### src/rtl/reqack_tph_pkg.sv
// Shared helpers for the two-phase req/ack elastic buffer.
// lvl_w() sizes the occupancy port and the internal token counter.
package reqack_tph_pkg;

    function automatic int lvl_w(input int depth);
        return $clog2(depth + 2);
    endfunction

endpackage

### src/rtl/reqack_tph_cdc_sync.sv
// Single-bit synchroniser chain with asynchronous active-low reset.
module reqack_tph_cdc_sync #(
    parameter int STAGES = 2
) (
    input  logic clk,
    input  logic rst_n,
    input  logic d,
    output logic q
);

    logic [STAGES-1:0] chain;

    always_ff @(posedge clk or negedge rst_n) begin
        if (!rst_n) begin
            chain <= '0;
        end else begin
            chain <= {chain[STAGES-2:0], d};
        end
    end

    assign q = chain[STAGES-1];

endmodule

### src/rtl/reqack_tph_fifo.sv
// Two-phase (toggle) req/ack elastic buffer: DEPTH storage entries plus one
// output register, with optional synchronisers on the incoming toggle of each side.
module reqack_tph_fifo
    import reqack_tph_pkg::*;
#(
    parameter int DWIDTH          = 1,
    parameter int DEPTH           = 4,
    parameter bit INCLUDE_CDC_PRV = 1'b0,
    parameter bit INCLUDE_CDC_NXT = 1'b0,
    parameter int SYNC_STAGES     = 2
) (
    input  logic                      clk,
    input  logic                      rst_n,
    input  logic                      req,
    output logic                      ack,
    input  logic [DWIDTH-1:0]         i_dat,
    output logic                      req_nxt,
    input  logic                      ack_nxt,
    output logic [DWIDTH-1:0]         o_dat,
    output logic [lvl_w(DEPTH)-1:0]   o_level
);

    localparam int LW = lvl_w(DEPTH);
    localparam int PW = $clog2(DEPTH);
    localparam logic [LW-1:0] DEPTH_L  = LW'(DEPTH);
    localparam logic [PW-1:0] LAST_PTR = PW'(DEPTH - 1);

    // Handshake: a side has a token outstanding while its req level differs
    // from the matching ack level; the receiver toggles ack once to take it.
    logic              req_i;
    logic              ack_nxt_i;
    logic [DWIDTH-1:0] mem [DEPTH];
    logic [PW-1:0]     wr_ptr;
    logic [PW-1:0]     rd_ptr;
    logic [LW-1:0]     count;
    logic              push;
    logic              launch;

    generate
        if (INCLUDE_CDC_PRV) begin : g_prv_sync
            reqack_tph_cdc_sync #(.STAGES(SYNC_STAGES)) u_sync (
                .clk   (clk),
                .rst_n (rst_n),
                .d     (req),
                .q     (req_i)
            );
        end else begin : g_prv_direct
            assign req_i = req;
        end

        if (INCLUDE_CDC_NXT) begin : g_nxt_sync
            reqack_tph_cdc_sync #(.STAGES(SYNC_STAGES)) u_sync (
                .clk   (clk),
                .rst_n (rst_n),
                .d     (ack_nxt),
                .q     (ack_nxt_i)
            );
        end else begin : g_nxt_direct
            assign ack_nxt_i = ack_nxt;
        end
    endgenerate

    assign push   = (req_i != ack) && (count < DEPTH_L);
    assign launch = (req_nxt == ack_nxt_i) && (count != '0);

    always_ff @(posedge clk or negedge rst_n) begin
        if (!rst_n) begin
            ack     <= 1'b0;
            req_nxt <= 1'b0;
            wr_ptr  <= '0;
            rd_ptr  <= '0;
            count   <= '0;
        end else begin
            if (push) begin
                ack    <= ~ack;
                wr_ptr <= (wr_ptr == LAST_PTR) ? '0 : wr_ptr + PW'(1);
            end
            if (launch) begin
                req_nxt <= ~req_nxt;
                rd_ptr  <= (rd_ptr == LAST_PTR) ? '0 : rd_ptr + PW'(1);
            end
            if (push && !launch) begin
                count <= count + LW'(1);
            end else if (launch && !push) begin
                count <= count - LW'(1);
            end
        end
    end

    // Data path carries no reset; it is only meaningful once a token has moved.
    always_ff @(posedge clk) begin
        if (push) begin
            mem[wr_ptr] <= i_dat;
        end
        if (launch) begin
            o_dat <= mem[rd_ptr];
        end
    end

    assign o_level = count + LW'(req_nxt != ack_nxt_i);

endmodule

### config.mk
export PLATFORM = sky130hd
export DESIGN_NAME = reqack_tph_fifo
export DESIGN_NICKNAME = d
export VERILOG_FILES = /design/src/rtl/reqack_tph_pkg.sv /design/src/rtl/reqack_tph_cdc_sync.sv /design/src/rtl/reqack_tph_fifo.sv
export SDC_FILE = /design/constraint.sdc
export NUM_CORES = 1
export LEC_CHECK = 0
export ABC_AREA = 1
export BUFFER_PORTS_ARGS = -buffer_cell sky130_fd_sc_hd__buf_4
export CORE_MARGIN = 2
export CORE_UTILIZATION = 57
export CTS_BUF_LIST = sky130_fd_sc_hd__clkbuf_8
export CTS_CLUSTER_SIZE = 25
export DETAILED_ROUTE_END_ITERATION = 7
export GPL_TIMING_DRIVEN = 0
export MAX_ROUTING_LAYER = met4
export PLACE_DENSITY = 0.88
export SLEW_MARGIN = 20
export SYNTH_ARGS = -nofsm -noshare
export SYNTH_HDL_FRONTEND = slang
export SYNTH_SLANG_ARGS = --single-unit
### constraint.sdc
create_clock -name clk -period 2.7 [get_ports clk]
set_clock_uncertainty 0.2 [all_clocks]
set_input_delay 0.27 -clock clk [delete_from_list [all_inputs] [get_ports clk]]
set_output_delay 0.27 -clock clk [all_outputs]
set_load 0.005 [all_outputs]
==> results.md, run 1 <==
* Status: complete, no violations
* XOR/XNOR share of the synthesized area at 2.20%
* Clk Latency, worst-skew pair at 0.25 ns
* Non-filler cells in the finished layout at 119
* Pre-antenna DRT Iters at 4
* Number of global-route vias before repair at 575
* Hold-fix buffers, CTS at 1
* RSZ-0062 raised after global routing: false
* Complex-gate fraction of the synthesized area at 3.46%
* FF-to-FF Start: count[2]
* Max-slew headroom at 85.7%
* CP arrival at 1.62 ns
* Hold_sp: i_dat
* Largest family of logic cells by synthesized area: simple AND/OR/NAND/NOR gates
* Total global routing overflow at 0
* Final hold violation count at 0
* Vias post-DR at 594
* Simple-gate share of the synthesized area at 23.0%
* Sink Count at 14
* Util after Layout at 72.5%
* Die H at 41.3 um
* Setup-failing EPs final at 0
* Tcrit/Tclk final at 77.4%
* Initial antenna violation count at 0
* EDFF count, synth at 5
* Core Area at 0.00130 mm^2
* Resize count post-CTS at 0
* Worst min path class: primary input to flip-flop
* GPL Wtd Cong at 0.784
* Leakage power at 0.513 nW
* Post-Syn Nets at 103
* Final #Nets at 119
* Pwr Density at 1240 mW/mm^2
* DRC at 0
* Post-synthesis mux area share at 0%
* Ports at 11
* Synth Area per Inst at 8.93 um^2
* Dpl cells at 114
* Worst R2R End: count[2]
* CTS tree: done
* Initial drt markers at 6
* Yosys warns at 0
* Initial Util at 61.1%
* Avg WL per Cell at 11.4 um
* Yosys cell types at 18
* Die X at 41.3 um
* Hold Crit Depth at 1
* Cell depth of the worst flop-to-flop path at 10
* # diodes at 0
* Synth Area in Adders at 15.1%
* Clock Tree Buf Depth at 2
* Critical Path Sink Type: output pin
* Post-route ant nets at 0
* Switch share at 41.4%
* Setup TNS at 0 ns
* DR vias/cell at 4.99
* Root buffer cell: clkbuf_8
* Syn Inst Count at 89
* Tmin final at 2.09 ns
* Clock transition at path regs at 0.06 ns
* Register area share after synthesis at 47.2%
* Combinational share of power at 49.8%
* Die Area at 0.00171 mm^2
* Global-route wire length before repair at 2.29 mm
* Row cnt at 13
* NetSw at 0.483 mW
* Htree depth at 1
* Yosys reg bits at 14
* Async SR Flop Fraction at 64.3%
* Slew @ Worst Pin at 0.214 ns
* Fillers at 105
* Sequential share of power at 35.2%
* Fmax at 479 MHz
* Clock Power Share at 15.1%
* Crit Path Max Fanout at 4
* Predominant post-synthesis flop cell: dfrtp_1
* GR Util All Layers at 23.1%
* VDD IR-drop max at 0.745 mV
* Layout Area Growth over Synthesis at 18.7%
* Req. time, crit path at 2.23 ns
* Buffers on Ports at 10
* Slew Viols, Final at 0
* Layout cells sized above 1 at 16.3%
* Hold Crit Endpoint: mem[0]
* Critical path type: flip-flop to output pin
* HPWL after DPL at 1.02 mm
* Mapped Area at 795 um^2
* Postcts setup bufs at 0
* WL final at 1.36 mm
* Number of buffers created by CTS at 3
* CP Launch Type: flip-flop
* Largest net degree at the start of global routing at 10
* R2R Setup Slk at 0.61 ns
* Max-cap violations at 0
* Pint at 0.683 mW
-- area by class of cell --
| class | instances | area, um^2 | share of cell area [%] |
|---|---|---|---|
| clock inverter | 1 | 3.75 | 0.398 |
| tap | 15 | 18.8 | 1.99 |
| clock buffer | 3 | 41.3 | 4.38 |
| multi-input combinational | 56 | 348 | 36.9 |
| inverter | 19 | 71.3 | 7.56 |
| timing repair buffer | 11 | 85.1 | 9.02 |
| sequential | 14 | 375 | 39.8 |
-- critical path, cell delays in order (launching register included) --
cell     delay [ns]
dfrtp_1        0.39
inv_1          0.08
nand2_1        0.05
nand2_1        0.15
inv_1          0.06
ha_1           0.18
ha_1           0.18
xor2_1         0.14
buf_4          0.14
-- how the worst max path moves through the flow --
stage               startpoint          to  slack [ns]  depth (start not counted)
floorplan             count[0]    count[2]        0.80                         10
global placement      count[2]    count[2]        0.71                         10
detailed placement    count[0]    count[2]        0.64                         10
CTS                    req_nxt  o_level[2]        0.59                          8
global route          count[2]    count[2]        0.43                         10
finish                 req_nxt  o_level[2]        0.61                          8
-- cells in the mapped netlist (2+ instances only) --
cell type | n | area (um^2)
nor2_1 | 7 | 26.3
nand4_1 | 3 | 18.8
o21ai_0 | 2 | 10.0
nand3_1 | 3 | 15.0
dfrtp_1 | 9 | 225
edfxtp_1 | 5 | 150
nand2_4 | 2 | 22.5
nand2_1 | 24 | 90.1
inv_1 | 18 | 67.6
ha_1 | 8 | 100
-- flip-flops by register name, summed over array words and instances, names as in the netlist --
| name | flops |
|---|---|
| o_dat | 1 |
| count | 3 |
| ack | 1 |
| rd_ptr | 2 |
| req_nxt | 1 |
| wr_ptr | 2 |
| mem | 4 |
-- cells in the final DEF, fill, tap and decap left out, types with 3 or more instances in the layout --
master,netlist,final
nand2_1,24,24
inv_1,18,18
buf_4,0,10
dfrtp_1,9,9
ha_1,8,8
nor2_1,7,7
edfxtp_1,5,5
nand4_1,3,3
nand3_1,3,3
clkbuf_8,0,3
-- power by group through the flow --
stage,combinational (mW),clock (mW),sequential [mW]
floorplan,0.401,0,0.398
global placement,0.543,0,0.410
detailed placement,0.579,0,0.415
CTS,0.591,0.182,0.412
global route,0.681,0.189,0.431
finish,0.580,0.176,0.411
-- stage by stage --
stage | setup slack, ns | area [um^2] | power, mW | hold slack [ns]
3_5_place_dp | 0.643 | 888 | 0.994 | -0.0943
5_1_grt | 0.427 | 943 | 1.30 | 0.0168
4_1_cts | 0.592 | 943 | 1.19 | 0.0154
6_report | 0.611 | 943 | 1.17 | 0.0251
2_1_floorplan | 0.801 | 795 | 0.798 | -0.226
3_3_place_gp | 0.710 | 888 | 0.953 | -0.0999
-- metal layers --
layer / global-route usage [%] / routed length, um / vias up / part of all wire, %
met5: - / 0 / - / 0
met4: 12.1 / 23 / 0 / 1.7
met3: 6.38 / 68 / 4 / 5.0
li1: - / - / 308 / -
met1: 23.1 / 561 / 268 / 41
met2: 40.6 / 702 / 14 / 52
-- cell families after synthesis --
family | after synthesis
XOR/XNOR | 2
flip-flops | 14
buffers and inverters | 19
adder cells (fa/ha/maj) | 9
AND/OR/NAND/NOR | 40
AO/OA/AOI/OAI | 5
Note: power is estimated with default switching activity, not from simulation.
==> inputs of run 2 (changes only) <==
Clock period 2.7 ns to 2.1 ns, I/O delays scaled along.
==> run 2 against run 1 <==
Effect of this change: via count is 3.9% higher; sequential share of layout area is 1.8 points lower; highest routed layer unchanged; register-to-register slack worse by 0.50 ns; non-clock buffer count is 3 higher; worst setup slack worse by 0.50 ns; critical endpoint is now count[2]; die area stayed put; global-route usage stayed put; core utilization is 4.0 points higher; largest power group unchanged.
==> results.md, run 2 (same netlist as run 1, synthesis figures left out) <==
* Worst R2R End: count[2]
* CP Launch Type: flip-flop
* GPL Wtd Cong at 0.784
* Worst min path class: primary input to flip-flop
* Pre-antenna DRT Iters at 4
* CP Capture Point: count[2]
* HPWL after DPL at 1.02 mm
* Max-cap violations at 0
* WL final at 1.42 mm
* Fillers at 97
* WHS at 0.0552 ns
* Final hold violation count at 0
* Status: complete, no violations
* CP arrival at 1.93 ns
* Slew @ Worst Pin at 0.220 ns
* Leakage power at 0.525 nW
* Sequential share of power at 34.5%
* DR vias/cell at 5.06
* Crit Path Max Fanout at 7
* Layout cells sized above 1 at 23.4%
* Switch share at 41.5%
* Setup-failing EPs final at 0
* R2R Setup Slk at 0.11 ns
* CTS tree: done
* Clock transition at path regs at 0.06 ns
* RSZ-0062 raised after global routing: true
* NetSw at 0.660 mW
* Util after Layout at 76.5%
* Core Area at 0.00130 mm^2
* Largest regs: mem (4), count (3)
* Combinational share of power at 51.1%
* Ports at 11
* Die Area at 0.00171 mm^2
* Pwr Density at 1600 mW/mm^2
* Root buffer cell: clkbuf_8
* Row cnt at 13
* Buffers on Ports at 10
* DRC at 0
* Setup crit start: count[2]
* FF-to-FF Start: count[2]
* Clock Tree Buf Depth at 2
* Die X at 41.3 um
* Commonest cells after routing, fill and taps aside: nand2_1, inv_1, buf_4, ha_1, dfrtp_1
* Clock Power Share at 14.4%
* Pint at 0.929 mW
* Number of flip-flops in the largest register at 4
* Number of global-route vias before repair at 589
* VDD IR-drop max at 1.04 mV
* Initial Util at 61.1%
* Cell depth of the worst flop-to-flop path at 10
* Global-route wire length before repair at 2.29 mm
* Initial drt markers at 6
* Most common cell after layout, fill and taps aside: nand2_1
* Req. time, crit path at 2.04 ns
* Total global routing overflow at 0
* Pre-CTS worst setup slack at 0.0426 ns
* Max-slew headroom at 85.3%
* Number of buffers created by CTS at 3
* Critical path type: flip-flop to flip-flop
* Worst setup margin at 0.112 ns
* Avg WL per Cell at 11.7 um
* Htree depth at 1
* Slew Viols, Final at 0
* # diodes at 0
* Final #Nets at 122
* Layout Area Growth over Synthesis at 25.4%
* Vias post-DR at 617
* Largest net degree at the start of global routing at 10
* Largest reg by FF count: mem
* Tcrit/Tclk final at 94.7%
* Tmin final at 1.99 ns
* Post-route ant nets at 0
* Initial antenna violation count at 0
* Fmax at 503 MHz
* Die H at 41.3 um
* Clk Latency, worst-skew pair at 0.25 ns
* Critical Path Sink Type: flip-flop
* Sink Count at 14
* GR Util All Layers at 23.1%
==> run 2: power by group through the flow <==
| stage | Sequential, mW | Combinational (mW) | Clock [mW] |
|---|---|---|---|
| 6_report | 0.548 | 0.813 | 0.228 |
| 5_1_grt | 0.573 | 0.945 | 0.245 |
| 4_1_cts | 0.533 | 0.789 | 0.234 |
| 3_5_place_dp | 0.534 | 0.745 | 0 |
| 3_3_place_gp | 0.527 | 0.699 | 0 |
| 2_1_floorplan | 0.512 | 0.515 | 0 |
==> run 2: metal layers <==
| metal | part of all wire, % | global-route usage [%] | routed length [um] | vias up |
|---|---|---|---|---|
| li1 | - | - | - | 314 |
| met5 | 0 | - | 0 | - |
| met2 | 53 | 41.4 | 750 | 15 |
| met3 | 4.4 | 6.38 | 63 | 6 |
| met1 | 41 | 22.4 | 579 | 282 |
| met4 | 2.1 | 12.1 | 30 | 0 |
==> run 2: per-stage QoR <==
step | instance area [um^2] | setup TNS, ns | power (mW) | std cells
after floorplan | 795 | 0 | 1.03 | 89
after global placement | 888 | 0 | 1.23 | 114
after detailed placement | 888 | 0 | 1.28 | 114
after CTS | 971 | 0 | 1.56 | 122
after global routing | 996 | -0.0229 | 1.76 | 122
final | 996 | 0 | 1.59 | 122
==> run 2: worst max-delay path, stage by stage (launching register included) <==
cell and delay [ns]:
dfrtp_2 0.46, inv_4 0.11, nand3_4 0.11, inv_1 0.09, ha_2 0.19, inv_1 0.06, fa_1 0.38, nand2_1 0.10
nand3_1 0.07, nand2_1 0.05, nand2_1 0.05
==> run 2: worst min-delay path by stage <==
| stage | slack, ns | cells after the start | to | start |
|---|---|---|---|---|
| after floorplan | -0.29 | 0 | ack | rst_n |
| after global placement | -0.16 | 1 | req_nxt | rst_n |
| after detailed placement | -0.15 | 1 | count[1] | rst_n |
| after CTS | 0.04 | 3 | ack | req |
| after global routing | 0.07 | 4 | req_nxt | ack_nxt |
| final | 0.06 | 4 | req_nxt | ack_nxt |
==> run 2: area by class of cell <==
| type | instances | area (um^2) | area share, % |
|---|---|---|---|
| sequential | 14 | 378 | 37.9 |
| timing repair buffer | 14 | 110 | 11.1 |
| inverter | 19 | 73.8 | 7.41 |
| tap | 15 | 18.8 | 1.88 |
| multi-input combinational | 56 | 370 | 37.2 |
| clock buffer | 3 | 41.3 | 4.15 |
| clock inverter | 1 | 3.75 | 0.377 |
==> run 2: what timing repair did <==
action,in CTS,in global routing
endpoints found under the setup margin,1,3
buffers inserted,2,0
hold endpoints to repair,13,0
gates resized for setup,1,8
hold buffers,2,0
